### config.mk
export PLATFORM = sky130hd
export DESIGN_NAME = rr_arbiter_8
export DESIGN_NICKNAME = d
export VERILOG_FILES = /design/src/rtl/rr_arbiter_8.sv
export SDC_FILE = /design/constraint.sdc
export NUM_CORES = 1
export LEC_CHECK = 0
export ABC_AREA = 1
export CAP_MARGIN = 20
export CORE_ASPECT_RATIO = 0.75
export CORE_MARGIN = 5
export CORE_UTILIZATION = 66
export CTS_CLUSTER_SIZE = 24
export DETAILED_ROUTE_END_ITERATION = 6
export PLACE_DENSITY = 0.92
export SYNTH_ARGS = -nofsm -noshare
export SYNTH_HDL_FRONTEND = slang
export SYNTH_SLANG_ARGS = --single-unit
### constraint.sdc
create_clock -name clk -period 6.4 [get_ports clk]
set_input_delay 1.28 -clock clk [delete_from_list [all_inputs] [get_ports clk]]
set_output_delay 1.28 -clock clk [all_outputs]
set_load 0.03 [all_outputs]
### src/rtl/rr_arbiter_8.sv
// 8-requester round-robin arbiter with a registered one-hot grant that feeds an 8-to-3 encoder.
// Define ARB_HOLD_LIMIT_EN to force rotation after MAX_HOLD consecutive cycles of ownership.
module rr_arbiter_8 #(
    parameter int MAX_HOLD = 8
) (
    input  logic       clk,
    input  logic       rst,
    input  logic [7:0] req,
    output logic [7:0] grant,
    output logic       grant_valid
);

    typedef enum logic {IDLE, BUSY} state_t;

    state_t     state;
    logic [2:0] last_ptr;
    logic [2:0] owner;

    if (MAX_HOLD < 1) begin : g_bad_max_hold
        $error("rr_arbiter_8: MAX_HOLD must be >= 1");
    end

    // Nearest set bit after ptr wins; the bit at ptr itself is considered last.
    function automatic logic [7:0] pick(input logic [7:0] r, input logic [2:0] ptr);
        logic [2:0] idx;
        pick = '0;
        for (int k = 8; k >= 1; k--) begin
            idx = ptr + 3'(k);
            if (r[idx]) pick = 8'b1 << idx;
        end
    endfunction

    always_comb begin
        // NOTE: default assignment first so the loop never leaves owner unassigned (no latch).
        owner = '0;
        for (int i = 0; i < 8; i++) begin
            if (grant[i]) owner = 3'(i);
        end
    end

`ifdef ARB_HOLD_LIMIT_EN
    localparam int CNT_W = $clog2(MAX_HOLD + 1);
    localparam logic [CNT_W-1:0] HOLD_MAX  = CNT_W'(MAX_HOLD);
    localparam logic [CNT_W-1:0] HOLD_LAST = CNT_W'(MAX_HOLD - 1);

    logic [CNT_W-1:0] hold_cnt;
    logic             others;

    assign others = |(req & ~grant);
`endif

    // NOTE: sequential state uses non-blocking assignments; reset is asynchronous so it
    // clears a live grant without waiting for a clock edge.
    always_ff @(posedge clk or posedge rst) begin
        if (rst) begin
            state       <= IDLE;
            grant       <= '0;
            grant_valid <= 1'b0;
            last_ptr    <= 3'd7;
`ifdef ARB_HOLD_LIMIT_EN
            hold_cnt    <= '0;
`endif
        end else begin
            case (state)
                IDLE: begin
                    if (|req) begin
                        grant       <= pick(req, last_ptr);
                        grant_valid <= 1'b1;
                        state       <= BUSY;
`ifdef ARB_HOLD_LIMIT_EN
                        hold_cnt    <= '0;
`endif
                    end
                end
                BUSY: begin
                    if (req[owner]) begin
`ifdef ARB_HOLD_LIMIT_EN
                        // Saturated counter keeps the rotation armed for a waiting requester.
                        if (hold_cnt >= HOLD_LAST && others) begin
                            last_ptr <= owner;
                            grant    <= pick(req, owner);
                            hold_cnt <= '0;
                        end else if (hold_cnt != HOLD_MAX) begin
                            hold_cnt <= hold_cnt + CNT_W'(1);
                        end
`endif
                    end else if (|req) begin
                        last_ptr <= owner;
                        grant    <= pick(req, owner);
`ifdef ARB_HOLD_LIMIT_EN
                        hold_cnt <= '0;
`endif
                    end else begin
                        last_ptr    <= owner;
                        grant       <= '0;
                        grant_valid <= 1'b0;
                        state       <= IDLE;
                    end
                end
                default: state <= IDLE;
            endcase
        end
    end

endmodule

* Word-level counts from Yosys, hierarchy flattened
Cells that the tools add are included.
** Word-level totals
- Output and inout bits :: 9
- Word-level logic and storage cells :: 123
- Input port bits :: 10
- Flip-flop bits (word level) :: 13
** Cells by class
- Multiplexer cells :: 65
- Reduce and logical (&&, ||, !) cells :: 4
- Add/sub/neg operators :: 14
- $lt $le $gt $ge :: 16
- Bitwise gates (word level) :: 2
- Equality and inequality tests :: 3
- Shifts and indexed selects :: 15
** Operators with widths (number)
- 8-bit two-way mux :: 18
- 1-bit by 3-bit left shift with 8-bit output (first input constant) :: 15
- 3-bit by 4-bit less-than comparator with 1-bit output (second input constant) :: 16
- 1-bit binary-select mux with 3-bit select :: 16
- 3-bit adder (second input constant) :: 8
- 1-bit two-way mux :: 22
- 3-bit two-way mux :: 6
- 8-bit case mux with 2 select lines :: 1
- 3-bit by 2-bit adder with 3-bit output (second input constant) :: 4
- 8-bit OR reduction :: 1
- 3-bit by 1-bit adder with 3-bit output (second input constant) :: 2
- 2-bit != test (second input constant) :: 3
- 1-bit case mux with 2 select lines :: 2
- 2-bit AND reduction :: 2
- 3-bit AND reduction :: 1
- 1-bit inverter :: 2

* Longest topological paths before layout
- Depth in word-level cells :: 20
- Gate-level depth with buffers :: 27
- Depth with buffers taken out :: 26

* Worst setup path after synthesis
Ideal clock, no wire load.
- Path type :: input-to-reg
- Start point :: in req[2]
- End point :: reg grant[1]
- Stages on the path :: 25
- Arrival :: 2765 ps
- Required time :: 6335 ps
- Buffers on the path :: 0
- Setup slack :: 3570 ps
- Library setup time :: 65 ps
- Cell sequence :: inv_1 nand2_1 o21ai_1 nand2_1 nand2_1 nor2_1 nor2_1 nand2_1 o21ai_1 nand2_1 nand2_1 nand2_1 nand2_1 nand2_1 nand2_1 nand2_1 nand2_1 nand2_1 nand2_1 nand2_1 nand2_1 nand2_1 nand2_1 nand2_1 nand2_1
** On the way
- Longest elaborated chain between the ends :: 12
- Elaborated cells on any way between the ends :: 55
- Those cells by class :: 2 x eq/ne; 51 x mux; 2 x reduce/logical
** Ends and longest elaborated chain
- start, declared :: line 8 : input logic [7:0] req,
- 1-bit binary-select mux with 3-bit select :: line 29 : if (r[idx]) pick = 8'b1 << idx;
- 1-bit two-way mux (not written as such) :: line 29
- 8-bit two-way mux (7 in a row) :: line 29
- 8-bit two-way mux, on equally long branches :: line 87, 29
- 8-bit two-way mux, on equally long branches :: line 76, 66
- 8-bit case mux with 2 select lines :: line 64 : case (state)
- end signal, assigned :: line 67 : grant <= pick(req, last_ptr);
- end signal, assigned :: line 89 : grant <= pick(req, owner);
- end, declared :: line 9 : output logic [7:0] grant,
Parallel ways exist; a longest one is shown, timed or not. The select of a mux whose other input is x is not followed.
A chain may end at the register's enable or synchronous reset.

* Worst setup path after layout
- Start point :: in req[4]
- End point :: reg grant[7]
The elaborated chain is that of the path after synthesis.

==> results.json <==
{
  "outcome": "completed",
  "synth_edf_count": 0,
  "postRouteAntennaNets": 0,
  "highest_layer": "met4",
  "worst_ep_required_time_ps": 6540,
  "cp_num_buf_inv": 3,
  "routed_via_density": 6.015,
  "vias": 3717,
  "end_kind": "flop",
  "numCtsBuffers": 3,
  "drt_wl_total_um": 9524,
  "yosys.cell_types.count": 37,
  "fp.dieH_um": 67.94,
  "dp.cells": 614,
  "path_delay_family": "simple AND/OR/NAND/NOR gates",
  "die_area_um2": 5928,
  "fin_crit_sh_pct": 57.70,
  "dr.pass1.iters": 6,
  "post_cts_buffers": 0,
  "cp-start-kind": "input port",
  "slowest_stage": "clkdlybuf4s50_1",
  "dpl.hpwl_um": 7615,
  "grt_pass1_wl_um": 15230,
  "finalHoldViolCount": 0,
  "postCtsHoldBufs": 0,
  "grt_pass1_vias": 3231,
  "grt_max_degree": 23,
  "cts.sinks": 13,
  "cts.path.max_buffers": 2,
  "cp_max_fo": 4,
  "wl_met2_um": 3699,
  "min_period_ps": 3693,
  "antenna_found_initial": 0,
  "clock_latency_ps": 250,
  "synthCells": 549,
  "place_area_um2": 3139,
  "async_flop_share_pct": 100.0,
  "nNetsFinal": 594,
  "initial_utilization_pct": 67.32,
  "fp.dieW_um": 87.25,
  "num_rows": 21,
  "max_stage_delay_ps": 550,
  "crit_path_cell_trace": "clkdlybuf4s50_1, inv_1, nand2_1, o21ai_0, nand2_1, nand2_1, nor2_1, nor2_1, nand2_1, inv_2, nand2_1, o21ai_0, nand2_1, nand2_1, a21oi_1, o22ai_1, nand2_1, nand2_1, nand2_1, nand2_1, nand2_1, nand2_1, nand2_1, nand2_1",
  "drive_gt1_share_pct": 8.913,
  "fmax_mhz": 270.8,
  "syn_to_final_growth_pct": 7.793,
  "syn-num-nets": 581,
  "finalNonFillerCells": 618,
  "yosysSeqAreaShare_pct": 11.14,
  "drt-initial-drc-count": 528,
  "core_area_um2": 4388,
  "place_congestion": 1.074,
  "hold_class": "reg2reg",
  "portBuffers": 18,
  "post_cts_resized": 0,
  "io_pins": 19,
  "clk_pin_slew_ps": 60,
  "syn_area_um2": 2954,
  "crit_top_cell": "nand2_1",
  "overflow": 0,
  "worstSetupPathType": "in2reg",
  "avgSynthCellArea_um2": 5.381,
  "critical_path_arrival_ps": 3830,
  "synth_flop_cell": "dfrtp_1",
  "fin_skew_ps": 3.683,
  "wl_per_cell_um": 15.41,
  "rsz0062_at_grt": "no",
  "synth_warnings": 0,
  "cts_tree": "yes",
  "slew_headroom_pct": 52.15,
  "antenna_cells": 0,
  "cts-root-buf": "clkbuf_8",
  "wl_met3_um": 1481,
  "htreeDepth": 1,
  "met1_length_um": 4252,
  "design_area_um2": 3184,
  "worst_pin_slew_ps": 715.1,
  "slew_violations": 0,
  "grt_usage_pct": 32.42,
  "cap_violations": 0,
  "fin_tns_setup_ps": 0,
  "ys_ff_latch": 13,
  "drc": 0,
  "setup_viol_count_final": 0
}
layout make-up:
type | count | area, µm²
Timing Repair Buffer | 18 | 180.2
Tap cell | 57 | 71.32
Clock buffer | 4 | 45.04
Multi-Input combinational cell | 460 | 2311
Inverter | 66 | 247.7
Fill cell | 397 | 1204
Sequential cell | 13 | 329.1
routing by layer:
metal / up-vias / track usage, %
met1: 1625 / 47.99
met5: - / 0
met3: 24 / 10.95
met4: 0 / 4.981
li1: 1786 / -
met2: 282 / 45.58
worst paths after layout:
path,startpoint,end,slack (ps),cells past startpoint
worst max-delay path,req[4],grant[7]$_DFFE_PP0P_,2710,24
worst min-delay path,grant[0]$_DFFE_PP0P_,grant[0]$_DFFE_PP0P_,490,2
worst max register to register,grant[4]$_DFFE_PP0P_,grant[1]$_DFFE_PP0P_,2760,14
worst min register to register,grant[0]$_DFFE_PP0P_,grant[0]$_DFFE_PP0P_,490,2
max in group asynchronous,rst,last_ptr[2]$_DFFE_PP1P_,4660,2
min in group asynchronous,rst,grant[2]$_DFFE_PP0P_,1370,2
cells in the mapped netlist (4+ instances only):
| cell | instances | area share [%] |
|---|---|---|
| o21ai_2 | 5 | 1.5 |
| nand3_1 | 51 | 8.6 |
| inv_2 | 11 | 1.4 |
| nor2_1 | 32 | 4.1 |
| nor2_4 | 5 | 1.9 |
| ha_1 | 22 | 9.3 |
| nor2_2 | 5 | 1.1 |
| dfrtp_1 | 10 | 8.5 |
| a21oi_1 | 25 | 4.2 |
| nand2_2 | 6 | 1.3 |
| o21ai_0 | 31 | 5.3 |
| inv_1 | 53 | 6.7 |
| nand2_4 | 4 | 1.5 |
| nand2_1 | 234 | 30 |
| clkbuf_1 | 4 | 0.51 |
| o21ai_1 | 13 | 2.2 |
| o22ai_1 | 4 | 0.85 |
placed cells by master, fill, tap and decap left out:
master and n:
clkdlybuf4s50_1 18, clkbuf_8 3, nor4_1 1, inv_2 11, nor2_2 5, nand3_1 51, nor2_4 5, a21boi_1 1
nand4_1 3, o211ai_1 3, o21ai_2 5, nand2_1 234, nand3_2 3, clkbuf_1 1, dfstp_2 3, clkinv_1 2
xor2_1 1, a211oi_1 1, o21ai_1 13, or2_1 1, a22oi_1 2, nand2_2 6, nand2_4 4, a21oi_2 2
nand3b_1 1, nor2_1 32, o21ai_4 1, o21ai_0 31, a21oi_1 25, nor3_1 1, dfrtp_1 10, o22ai_1 4
ha_1 22, o211ai_2 1, inv_1 53, a21oi_4 1
registers in the layout, summed over array words and instances (netlist names):
signal and cells:
grant 8, last_ptr 3, grant_valid 1, state 1
worst min-delay path, stage by stage (launching register included):
cell     delay, ps
dfrtp_1        350
nand2_1         60
nand2_1         60
metrics by stage:
stage                     utilization, %  setup slack (ps)  hold WS [ps]
after floorplan                        -              3570         519.0
after global placement             71.54              2611         469.2
after detailed placement           71.54              2590         496.7
after CTS                          72.57              2840         511.5
after global routing               72.57              2468         516.8
final                              72.57              2707         493.2
cells by family after synthesis:
group	after synthesis	synth area share, %
DFF	13	11.14
AOI/OAI and AO/OA	90	17.92
and+or+nand+nor	347	50.70
adders and majority gates	22	9.318
buffers and inverters	76	10.63
xor gates and xnor gates	1	0.2965
Power is not shown: default switching activity piles up to over one toggle a cycle in this logic, so the estimate is an artifact.
==> edit (same flow settings) <==
The option `ARB_HOLD_LIMIT_EN` is turned on by a define.
--- a/src/rtl/rr_arbiter_8.sv
+++ b/src/rtl/rr_arbiter_8.sv
@@ -1,5 +1,7 @@
 // 8-requester round-robin arbiter with a registered one-hot grant that feeds an 8-to-3 encoder.
 // Define ARB_HOLD_LIMIT_EN to force rotation after MAX_HOLD consecutive cycles of ownership.
+`define ARB_HOLD_LIMIT_EN
+
 module rr_arbiter_8 #(
     parameter int MAX_HOLD = 8
 ) (
Check against the original RTL: not equivalent (Yosys sat finds a counterexample within 10 cycles, from zero or initial values and one cycle with rst high).
==> edit against the original RTL <==
Final area is 11% higher. Synthesized cell count grew 9.5%. Clock skew about the same. Area after synthesis grew 12%. Critical path type unchanged. Register-to-register slack lost 0.11 ns. Highest routed layer unchanged. Die area increased by 10%. First-iteration DRC count increased by 36%. Worst setup slack worse by 0.12 ns. Sequential share of layout area is 1.8 points higher. Largest cell class unchanged. Global-route usage increased by 0.24 points. Via count grew 13%. Sequential cell count increased by 4. Routed wire length grew 15%.
Power is not shown: default switching activity piles up to over one toggle a cycle in this logic, so the estimate is an artifact.
==> edit: results (changes against the original RTL) <==
Final layout
  – Diodes inserted: 0 (unchanged)
  – Nets: 647 (was 594)
  – Largest registers: grant x8, hold_cnt x4, last_ptr x3 (was grant x8, last_ptr x3)
  – Layout cells sized above 1: 6.525% (was 8.913%)

Synth
  – Adder-cell area share of the yosys netlist: 8.729% (was 9.318%)
  – Register area share after synthesis: 13.02% (was 11.14%)
  – Mapped Nets: 634 (was 581)
  – Synth async-reset ratio: 100.0% (unchanged)
  – Post-Synthesis Cells: 601 (was 549)
  – Ys flop type: dfrtp_1 (unchanged)
  – Top cells by area, synth: nand2_1, dfrtp_1, ha_1 (was nand2_1, ha_1, nand3_1)
  – Synth cell types: 44 (was 37)
  – YS warnings: 0 (unchanged)
  – Compound-Gate Fraction of Synth Area: 23.80% (was 17.92%)
  – Top post-synthesis cells by count: nand2_1, inv_1, nor2_1 (was nand2_1, inv_1, nand3_1)
  – Post-synthesis xor/xnor area fraction: 0.5313% (was 0.2965%)

Global routing
  – Global-route wire length before repair: 17,510 um (was 15,230 um)
  – Initial antenna violation count: 0 (unchanged)
  – Vias in the first global route: 3,591 (was 3,231)
  – M1 GR Usage: 48.94% (was 47.99%)
  – GRT met2 Usage: 44.45% (was 45.58%)
  – Pin count of the biggest net entering global routing: 23 (unchanged)
  – Met3 Usage GRT: 12.80% (was 10.95%)
  – Total Routing Usage GR: 32.66% (was 32.42%)

Route
  – Pre-antenna DRT Iters: 7 (was 6)
  – Wire per inst: 16.22 um (was 15.41 um)
  – Via count: 4,213 (was 3,717)
  – Final WL: 10,910 um (was 9524 um)
  – 1st-iter DRT viols: 716 (was 528)
  – Metal3 WL: 1890 um (was 1481 um)
  – DR WL met2: 4126 um (was 3699 um)
  – M1 WL: 4712 um (was 4252 um)
  – Top Layer Used: met4 (unchanged)

CTS
  – Clk buf depth: 2 (unchanged)
  – H-tree levels: 1 (unchanged)
  – Post-CTS Setup Bufs: 0 (unchanged)
  – CTS root buf: clkbuf_8 (unchanged)
  – Cts repair resizes: 0 (unchanged)
  – Worst-skew pair later-pin latency: 0.26 ns
  – Reg clk slew, reported paths: ~0.070 ns

Place
  – Gp weighted congestion: 1.138 (was 1.074)
  – Port bufs: 18 (unchanged)
  – Cell Area, Placed: 3482 sq um (was 3139 sq um)
  – Detailed placement HPWL: 8622 um (was 7615 um)
  – Pre-CTS WS: 2.418 ns (was 2.590 ns)
  – Dpl cells: 668 (was 614)

STA
  – TNS Setup: 0 ns (unchanged)
  – Fin. Hold Viols: 0 (unchanged)
  – Slew @ Worst Pin: 0.6665 ns (was 0.7151 ns)
  – Clock Skew: 0.003982 ns (was 0.003683 ns)

Run status
  – Outcome: completed (unchanged)

Setup path
  – Crit path max fanout: 6 (was 4)
  – Worst EP arrival: 3.95 ns (was 3.83 ns)
  – CP max stage delay: 0.52 ns (was 0.55 ns)
  – Max stage delay cell, worst path: clkdlybuf4s50_1 (unchanged)

Worst hold path
  – HP Class: register to register (unchanged)
-- edit: cell families (layout without fill, tap and decap cells) --
kind of cell | Yosys count | in the layout
AOI/OAI and AO/OA | 136 | 136
xor gates and xnor gates | 2 | 2
adders and majority gates | 23 | 23
buffers and inverters | 93 | 105
DFF | 17 | 17
and+or+nand+nor | 330 | 330
-- edit: cell type report --
type | count | area, sq um
multi-input cells | 491 | 2487
fillers | 406 | 1339
flip-flops and latches | 17 | 429.2
inverters | 82 | 310.3
repair buffers | 19 | 185.2
well taps | 60 | 75.07
clock buffers | 3 | 41.29
clock inverters | 1 | 5.005
-- edit: worst paths after layout --
check	from	end	slack (ns)	cells past startpoint
min in group asynchronous	rst	hold_cnt[0]	1.41	2
setup / recovery	req[1]	grant[3]	2.59	18
max in group asynchronous	rst	grant[4]	4.56	2
setup reg to reg	grant[7]	grant[3]	2.65	21
hold / removal	grant_valid	grant_valid	0.54	2
hold reg to reg	grant_valid	grant_valid	0.54	2
